`config.mk`:
```
export PLATFORM = sky130hd
export DESIGN_NAME = alu_1bit_chain_flat
export DESIGN_NICKNAME = d
export VERILOG_FILES = /design/src/rtl/alu_1bit_chain_if.sv /design/src/rtl/alu_1bit_chain.sv /design/src/flat_wrapper.sv
export SDC_FILE = /design/constraint.sdc
export NUM_CORES = 1
export LEC_CHECK = 0
export CORE_MARGIN = 2
export CORE_UTILIZATION = 45
export DETAILED_ROUTE_END_ITERATION = 6
export HOLD_SLACK_MARGIN = 0.1
export PLACE_DENSITY = 0.76
export SLEW_MARGIN = 20
export SYNTH_ARGS = -nofsm -noshare
export SYNTH_HDL_FRONTEND = slang
export SYNTH_SLANG_ARGS = --single-unit
```
`constraint.sdc`:
```
create_clock -name clk -period 33.3 [get_ports clk]
set_clock_uncertainty 0.05 [all_clocks]
set_input_delay 6.66 -clock clk [delete_from_list [all_inputs] [get_ports clk]]
set_output_delay 6.66 -clock clk [all_outputs]
set_load 0.02 [all_outputs]
```
`src/rtl/alu_1bit_chain_if.sv`:
```
// Operand/result bus for alu_1bit_chain.
//   master : drives in_valid, A, B, cntrl; observes out_valid, result and NZVC flags.
//   slave  : the ALU side of the same bus.
interface alu_1bit_chain_if #(
    parameter int unsigned WIDTH = 64
);
    logic             in_valid;
    logic [WIDTH-1:0] A;
    logic [WIDTH-1:0] B;
    logic [2:0]       cntrl;
    logic             out_valid;
    logic [WIDTH-1:0] result;
    logic             negative;
    logic             zero;
    logic             overflow;
    logic             carry_out;

    modport master (
        output in_valid, A, B, cntrl,
        input  out_valid, result, negative, zero, overflow, carry_out
    );

    modport slave (
        input  in_valid, A, B, cntrl,
        output out_valid, result, negative, zero, overflow, carry_out
    );
endinterface

```
`src/rtl/alu_1bit_chain.sv`:
```
// Registered WIDTH-bit ALU built as a ripple chain of 1-bit slices plus a
// zero detector. Ops: pass-B, add, subtract, AND, OR, XOR; NZVC flags.
// Ports:
//   clk   : rising-edge clock
//   reset : synchronous, active-high
//   bus   : alu_1bit_chain_if.slave (in_valid/A/B/cntrl in, out_valid/result/flags out)
// Optional feature macro ALU_FLAG_HOLD_EN: when defined, result and flag
// registers load only on in_valid=1; otherwise they load every cycle.
module alu_1bit_chain #(
    parameter int unsigned WIDTH = 64
) (
    input  logic                 clk,
    input  logic                 reset,
    alu_1bit_chain_if.slave      bus
);
    localparam logic [2:0] OP_PASS_B = 3'b000;
    localparam logic [2:0] OP_ADD    = 3'b010;
    localparam logic [2:0] OP_SUB    = 3'b011;
    localparam logic [2:0] OP_AND    = 3'b100;
    localparam logic [2:0] OP_OR     = 3'b101;
    localparam logic [2:0] OP_XOR    = 3'b110;

    logic [WIDTH-1:0] result_d, result_q;
    logic [WIDTH-1:0] cout_v;
    logic             carry;
    logic             a_bit, b_bit, b_eff, sum_bit;
    logic             is_arith;
    logic             negative_d, negative_q;
    logic             zero_d, zero_q;
    logic             overflow_d, overflow_q;
    logic             carry_out_d, carry_out_q;
    logic             out_valid_d, out_valid_q;
    logic             load;

    // Ripple chain of 1-bit slices; carry into slice 0 is cntrl[0] (the +1 of subtract).
    always_comb begin
        result_d = '0;
        cout_v   = '0;
        a_bit    = 1'b0;
        b_bit    = 1'b0;
        b_eff    = 1'b0;
        sum_bit  = 1'b0;
        carry    = bus.cntrl[0];
        for (int unsigned i = 0; i < WIDTH; i++) begin
            a_bit     = bus.A[i];
            b_bit     = bus.B[i];
            b_eff     = b_bit ^ bus.cntrl[0];
            sum_bit   = a_bit ^ b_eff ^ carry;
            cout_v[i] = (a_bit & b_eff) | (a_bit & carry) | (b_eff & carry);
            case (bus.cntrl)
                OP_PASS_B:      result_d[i] = b_bit;
                OP_ADD, OP_SUB: result_d[i] = sum_bit;
                OP_AND:         result_d[i] = a_bit & b_bit;
                OP_OR:          result_d[i] = a_bit | b_bit;
                OP_XOR:         result_d[i] = a_bit ^ b_bit;
                default:        result_d[i] = 1'b0;
            endcase
            carry = cout_v[i];
        end
    end

    // Flags: C and V only meaningful for add/sub; N and Z for every op.
    always_comb begin
        is_arith    = (bus.cntrl[2:1] == 2'b01);
        carry_out_d = is_arith & cout_v[WIDTH-1];
        overflow_d  = is_arith & (cout_v[WIDTH-1] ^ cout_v[WIDTH-2]);
        negative_d  = result_d[WIDTH-1];
        zero_d      = ~|result_d;
        out_valid_d = bus.in_valid;
    end

    // Load enable for result/flag registers.
    always_comb begin
`ifdef ALU_FLAG_HOLD_EN
        load = bus.in_valid;
`else
        load = 1'b1;
`endif
    end

    // Output register; reset wins over in_valid.
    always_ff @(posedge clk) begin
        if (reset) begin
            out_valid_q <= 1'b0;
            result_q    <= '0;
            negative_q  <= 1'b0;
            zero_q      <= 1'b0;
            overflow_q  <= 1'b0;
            carry_out_q <= 1'b0;
        end else begin
            out_valid_q <= out_valid_d;
            if (load) begin
                result_q    <= result_d;
                negative_q  <= negative_d;
                zero_q      <= zero_d;
                overflow_q  <= overflow_d;
                carry_out_q <= carry_out_d;
            end
        end
    end

    assign bus.out_valid = out_valid_q;
    assign bus.result    = result_q;
    assign bus.negative  = negative_q;
    assign bus.zero      = zero_q;
    assign bus.overflow  = overflow_q;
    assign bus.carry_out = carry_out_q;
endmodule

```
`src/flat_wrapper.sv`:
```
// flat-port wrapper written by rule: the top's interface ports become plain ports
module alu_1bit_chain_flat 
#(
    parameter int unsigned WIDTH = 64
)
  (clk, reset, bus_in_valid, bus_A, bus_B, bus_cntrl, bus_out_valid, bus_result, bus_negative, bus_zero, bus_overflow, bus_carry_out);
  alu_1bit_chain_if #(.WIDTH(WIDTH)) bus_i ();
  input  logic clk;
  input  logic reset;
  input wire logic [$bits(bus_i.in_valid)-1:0] bus_in_valid;
  input wire logic [$bits(bus_i.A)-1:0] bus_A;
  input wire logic [$bits(bus_i.B)-1:0] bus_B;
  input wire logic [$bits(bus_i.cntrl)-1:0] bus_cntrl;
  output wire logic [$bits(bus_i.out_valid)-1:0] bus_out_valid;
  output wire logic [$bits(bus_i.result)-1:0] bus_result;
  output wire logic [$bits(bus_i.negative)-1:0] bus_negative;
  output wire logic [$bits(bus_i.zero)-1:0] bus_zero;
  output wire logic [$bits(bus_i.overflow)-1:0] bus_overflow;
  output wire logic [$bits(bus_i.carry_out)-1:0] bus_carry_out;
  assign bus_i.in_valid = bus_in_valid;
  assign bus_i.A = bus_A;
  assign bus_i.B = bus_B;
  assign bus_i.cntrl = bus_cntrl;
  assign bus_out_valid = bus_i.out_valid;
  assign bus_result = bus_i.result;
  assign bus_negative = bus_i.negative;
  assign bus_zero = bus_i.zero;
  assign bus_overflow = bus_i.overflow;
  assign bus_carry_out = bus_i.carry_out;
  alu_1bit_chain #(.WIDTH(WIDTH)) u_core (.clk(clk), .reset(reset), .bus(bus_i));
endmodule
```
==> results of run 1 <==
cell families after synthesis:
family	count (synthesis)
AO/OA/AOI/OAI	180
AND/OR/NAND/NOR	163
multiplexers	46
flip-flops	68
XOR/XNOR	64
adder cells (fa/ha/maj)	191
buffers and inverters	238
metrics by stage:
stage,worst slack [ns],area [sq um],cells,util
global route,0.0383,10800,1349,0.582
floorplan,0.509,8440,950,-
CTS,0.0452,10800,1348,0.580
finish,0.677,10800,1350,0.582
global placement,0.345,10500,1333,0.565
detailed placement,-0.294,10500,1333,0.565
worst max-delay path: cells and delay by family:
family | cells | cell delay, ns
AO/OA/AOI/OAI | 2 | 0.36
adder cells (fa/ha/maj) | 63 | 23.96
AND/OR/NAND/NOR | 3 | 0.80
multiplexers | 1 | 0.27
buffers and inverters | 5 | 0.78
final cells by class:
cell class,instances,area (sq um)
fillers,1624,7760
multi-input cells,644,6140
repair buffers,212,2100
flip-flops and latches,68,1360
inverters,175,657
well taps,234,293
clock buffers,13,260
clock inverters,2,10.0
diodes,2,5.00
layout by cell type, fill, tap and decap left out, types with 3 or more instances in the layout:
cell type | Yosys | routed
xnor2_1 | 4 | 4
a22oi_1 | 17 | 17
ha_1 | 128 | 128
o311ai_0 | 8 | 8
nand2b_1 | 4 | 4
a22o_1 | 14 | 14
mux2i_1 | 44 | 43
o21ai_0 | 7 | 7
o22ai_1 | 3 | 3
o2bb2ai_1 | 15 | 15
clkbuf_16 | 0 | 9
o221ai_1 | 50 | 50
clkdlybuf4s50_1 | 0 | 198
buf_2 | 26 | 3
nand4_1 | 10 | 10
a221oi_1 | 18 | 18
o21a_1 | 3 | 3
nand2_1 | 45 | 45
a211oi_1 | 16 | 16
or4_1 | 4 | 3
xor2_1 | 60 | 60
a21oi_1 | 12 | 12
o221a_2 | 8 | 8
nor2_1 | 78 | 78
fa_1 | 63 | 46
buf_4 | 8 | 9
fa_2 | 0 | 17
nand3b_1 | 3 | 3
nor2b_1 | 12 | 11
inv_1 | 174 | 174
dfxtp_1 | 68 | 68
metal layers:
| layer | track usage | vias to the layer above | part of all wire |
|---|---|---|---|
| met4 | 0.127 | 2 | 0.040 |
| met5 | 0 | - | 0.00037 |
| met2 | 0.434 | 412 | 0.45 |
| li1 | - | 3538 | - |
| met1 | 0.363 | 3670 | 0.42 |
| met3 | 0.0571 | 66 | 0.087 |
power by group:
group,internal (W),switching [W],total (W)
logic,0.0000734,0.0000904,0.000164
registers,0.0000891,0.00000231,0.0000914
clock network,0.0000540,0.0000395,0.0000935
total,0.000216,0.000132,0.000349
sequential cells by signal, summed over array words and instances, names as in the netlist:
name,cells
u_core.bus.result,63
u_core.bus.overflow,1
u_core.bus.zero,1
u_core.bus.carry_out,1
u_core.bus.negative,1
u_core.bus.out_valid,1
cell usage after synthesis, types with 4 or more instances:
cell type    n  area share
o21ai_0      7      0.0041
o2bb2ai_1   15       0.016
ha_1       128        0.19
dfxtp_1     68        0.16
clkbuf_1    22      0.0098
a22oi_1     17       0.015
xor2_1      60       0.062
o221a_2      8       0.011
mux2i_1     44       0.052
nor2_1      78       0.035
a221oi_1    18       0.019
a211oi_1    16       0.014
buf_4        8      0.0071
buf_2       26       0.015
a21oi_1     12      0.0071
a22o_1      14       0.015
or4_1        4      0.0036
fa_1        63        0.15
o311ai_0     8      0.0083
nand2_1     45       0.020
inv_1      174       0.077
nor2b_1     12      0.0089
nand4_1     10      0.0074
o221ai_1    50       0.052
xnor2_1      4      0.0041
nand2b_1     4      0.0030
buf_6        5      0.0067
worst max-delay path by stage:
stage	from	end
2_1_floorplan	bus_cntrl[0]	u_core.bus.zero
3_3_place_gp	bus_B[0]	u_core.bus.zero
3_5_place_dp	bus_B[0]	u_core.bus.zero
4_1_cts	bus_B[0]	u_core.bus.zero
5_1_grt	bus_B[0]	u_core.bus.zero
6_report	bus_B[0]	u_core.bus.zero
repair_timing:
| action | 4_1_cts | 5_1_grt |
|---|---|---|
| setup endpoints to repair | 1 | 1 |
| pin swaps | 0 | 3 |
| gates resized for setup | 3 | 16 |
| hold endpoints to repair | 0 | 0 |
==> run summary, run 1 <==
status - finished clean
deepest clock path buffer count - 2
FF+latch count, synth - 68
register area share after synthesis - 0.161
placer congestion estimate - 0.992
Initial Util - 0.454
share of cells above drive strength 1 - 0.0548
number of synthesized flops with an enable pin - 0
grt ovf - 0
Hold EP - u_core.bus.out_valid
Slew Viols, Final - 0
Synth Instances - 950
worst min path class - input pin to flip-flop
Setup-failing EPs final - 0
Post-Synth XOR/XNOR Area - 0.0664
Max-Cap Viols - 0
vias in the first global route - 7,629
nets - 1,435
asr flop ratio synth - 0
Slew @ Worst Pin - 1.08 ns
clock root cell - clkbuf_16
Final Critical Period - 32.62 ns
setup_tns - 0 ns
Unique masters post-synth - 45
pwr dens - 32.2 nW/um^2
Hold Vio Cnt, Final - 0
WL/cell - 20.0 microns
Die X - 141 microns
complex-gate fraction of the synthesized area - 0.174
largest net degree at the start of global routing - 122
first-pass GRT wire length - 42,100 microns
Arrival @ worst endpoint - 32.83 ns
Die H - 141 microns
post-synthesis mux area share - 0.0548
Post-Syn Area - 8440 sq um
Max-slew headroom - 0.278
Startpoint Class - input pin
CP Capture Type - flip-flop
LEAKAGE - 5.09 nW
Via density - 5.69
crit-path max FO - 2
final wirelength - 26,900 microns
Die Area - 19,900 sq um
DRT antenna net count - 0
hold path depth - 2
Fmax achieved - 30.7 MHz
worst path required time - 33.51 ns
syn_area_per_cell - 8.89 sq um
initial antenna violation count - 4
DP HPWL - 20,200 microns
most frequent CP cell - fa_1
adder-cell share of the synthesized area - 0.339
initial DRC count - 631
Final Power - 0.000349 W
H-Tree Depth - 3
maximum vdd drop - 0.0000245 V
Syn Nets - 1,275
CTS sink cnt - 68
Via Count - 7,688
hold path startpoint - bus_in_valid
cts hold-fix bufs - 0
Layout area overhead - 28.2%
slowest stage cell, crit path - or4_4
First-pass DRT Iterations - 5
I/O Pins - 203
RSZ-0062 raised after global routing - no
type of the worst setup path - input pin to flip-flop
Setup Buffers After CTS - 0
TritonCTS clock tree - built
Post-Synth Simple-Gate Area - 0.0867
largest family of logic cells by synthesized area - adder cells
worst hold margin - 6.82 ns
port bufs - 202
# DRC - 0
CTS Buf Count - 9
synth warn - 0
Std-Cell Rows - 50
Period Utilization, post-route - 0.980
Worst-path clk slew - 0.06 ns
GRT Total Usage - 0.275
core area - 18,600 sq um
Primary FF master, synth - dfxtp_1
critical path's largest stage delay - 0.55 ns
Power figures use the tool's default switching activity.
==> run 2, diff against run 1 <==
Settings changed: CAP_MARGIN set to 20, GPL_TIMING_DRIVEN set to 0.
==> run 2 against run 1 <==
Effect of this change: worst hold slack lost 0.079 ns; final cell count grew 3.9%; core utilization grew 2.5 points; sequential power shrank 0.4%; routed wire length grew 13%; non-clock buffer count grew 52; sequential share of layout area shrank 0.51 points; largest power group unchanged.
==> run summary, run 2 (synthesized netlist as in run 1, its figures left out) <==
status - finished clean
H-Tree Depth - 3
commonest cells after routing, fill and taps aside - clkdlybuf4s50_1 (198), inv_1 (174), ha_1 (128)
crit-path max FO - 18
pwr dens - 33.7 nW/um^2
Arrival @ worst endpoint - 33.26 ns
First-pass DRT Iterations - 5
slowest stage cell, crit path - or4_4
share of cells above drive strength 1 - 0.0943
Setup WS post-layout - 0.243 ns
CP Capture Type - flip-flop
Setup-failing EPs final - 0
Die X - 141 microns
Slew Viols, Final - 0
TritonCTS clock tree - built
port bufs - 201
commonest non-fill, non-tap cell in the layout - clkdlybuf4s50_1
hold path depth - 3
DRT antenna net count - 0
Max-Cap Viols - 0
hold path startpoint - bus_cntrl[0]
Non-Filler Instances - 1,402
setup_tns - 0 ns
GRT Total Usage - 0.306
clock root cell - clkbuf_16
Cells after DPL - 1,385
LEAKAGE - 5.30 nW
Period Utilization, post-route - 0.993
CTS sink cnt - 68
Std-Cell Rows - 50
pre-CTS setup slack - -3.37 ns
initial antenna violation count - 1
max reg flops - 63
# DRC - 0
worst min path class - input pin to flip-flop
Worst-path clk slew - 0.06 ns
final wirelength - 30,400 microns
initial DRC count - 778
Die Area - 19,900 sq um
Via Count - 8,189
dpl cell area - 10,700 sq um
type of the worst setup path - input pin to flip-flop
CTS Buf Count - 9
Hold EP - u_core.bus.result[52]
first-pass GRT wire length - 45,700 microns
placer congestion estimate - 0.973
DP HPWL - 23,800 microns
fin area - 11,300 sq um
core area - 18,600 sq um
vias in the first global route - 8,273
Layout Utilization - 0.607
most frequent CP cell - fa_2
Final Critical Period - 33.06 ns
Layout area overhead - 33.6%
Slew @ Worst Pin - 0.840 ns
nets - 1,487
Max-slew headroom - 0.440
I/O Pins - 203
WL/cell - 21.7 microns
Die H - 141 microns
largest net degree at the start of global routing - 19
fillers - 1,597
Via density - 5.84
Hold Vio Cnt, Final - 0
deepest clock path buffer count - 2
Startpoint Class - input pin
maximum vdd drop - 0.0000239 V
Initial Util - 0.454
worst path required time - 33.50 ns
critical path's largest stage delay - 0.57 ns
Fmax achieved - 30.3 MHz
grt ovf - 0
cts hold-fix bufs - 0
-- run 2: power breakdown --
group / switching, W / leakage (nW) / internal [W]
clock network: 0.0000395 / 0.170 / 0.0000756
registers: 0.00000196 / 0.563 / 0.0000891
logic: 0.0000967 / 4.57 / 0.0000776
total: 0.000138 / 5.30 / 0.000242
-- run 2: what timing repair did --
| action | 4_1_cts | 5_1_grt |
|---|---|---|
| resized for setup | 43 | 15 |
| setup endpoints to repair | 9 | 1 |
| setup buffers | 2 | 0 |
| pin swaps | 5 | 12 |
-- run 2: how the worst max path moves through the flow --
stage                      start               to  slack [ns]  cells past startpoint
floorplan           bus_cntrl[0]  u_core.bus.zero        0.51                     79
global placement    bus_cntrl[0]  u_core.bus.zero       -3.37                     79
detailed placement  bus_cntrl[0]  u_core.bus.zero       -3.37                     79
CTS                 bus_cntrl[0]  u_core.bus.zero        0.04                     77
global route        bus_cntrl[0]  u_core.bus.zero       -0.11                     77
finish              bus_cntrl[0]  u_core.bus.zero        0.24                     77
-- run 2: critical path: cells and delay by family --
family	cells	cell delay [ns]
buffers and inverters	8	0.85
multiplexers	1	0.18
AND/OR/NAND/NOR	3	0.87
AO/OA/AOI/OAI	2	0.36
adder cells (fa/ha/maj)	63	24.33
-- run 2: metal layers --
| layer | routed length [microns] | up-vias | track usage | part of all wire |
|---|---|---|---|---|
| met1 | 11600 | 3839 | 0.373 | 0.38 |
| met5 | 0 | - | 0 | 0 |
| met2 | 13600 | 566 | 0.487 | 0.45 |
| met4 | 1800 | 0 | 0.168 | 0.059 |
| li1 | - | 3647 | - | - |
| met3 | 3450 | 137 | 0.0883 | 0.11 |
-- run 2: layout make-up --
cell class              instances  area (sq um)  area share
well taps                     234           293      0.0259
diodes                          1          2.50    0.000222
clock buffers                  11           243      0.0215
flip-flops and latches         68          1360       0.121
plain buffers                  61           372      0.0329
clock inverters                 5           108     0.00954
repair buffers                203          2030       0.180
inverters                     175           657      0.0582
multi-input cells             644          6220       0.551
-- run 2: per-stage QoR --
step                      power, W  hold slack, ns
after floorplan           0.000186            6.74
after global placement    0.000254            7.14
after detailed placement  0.000258            7.15
after CTS                 0.000378            6.74
after global routing      0.000402            6.76
final                     0.000381            6.74
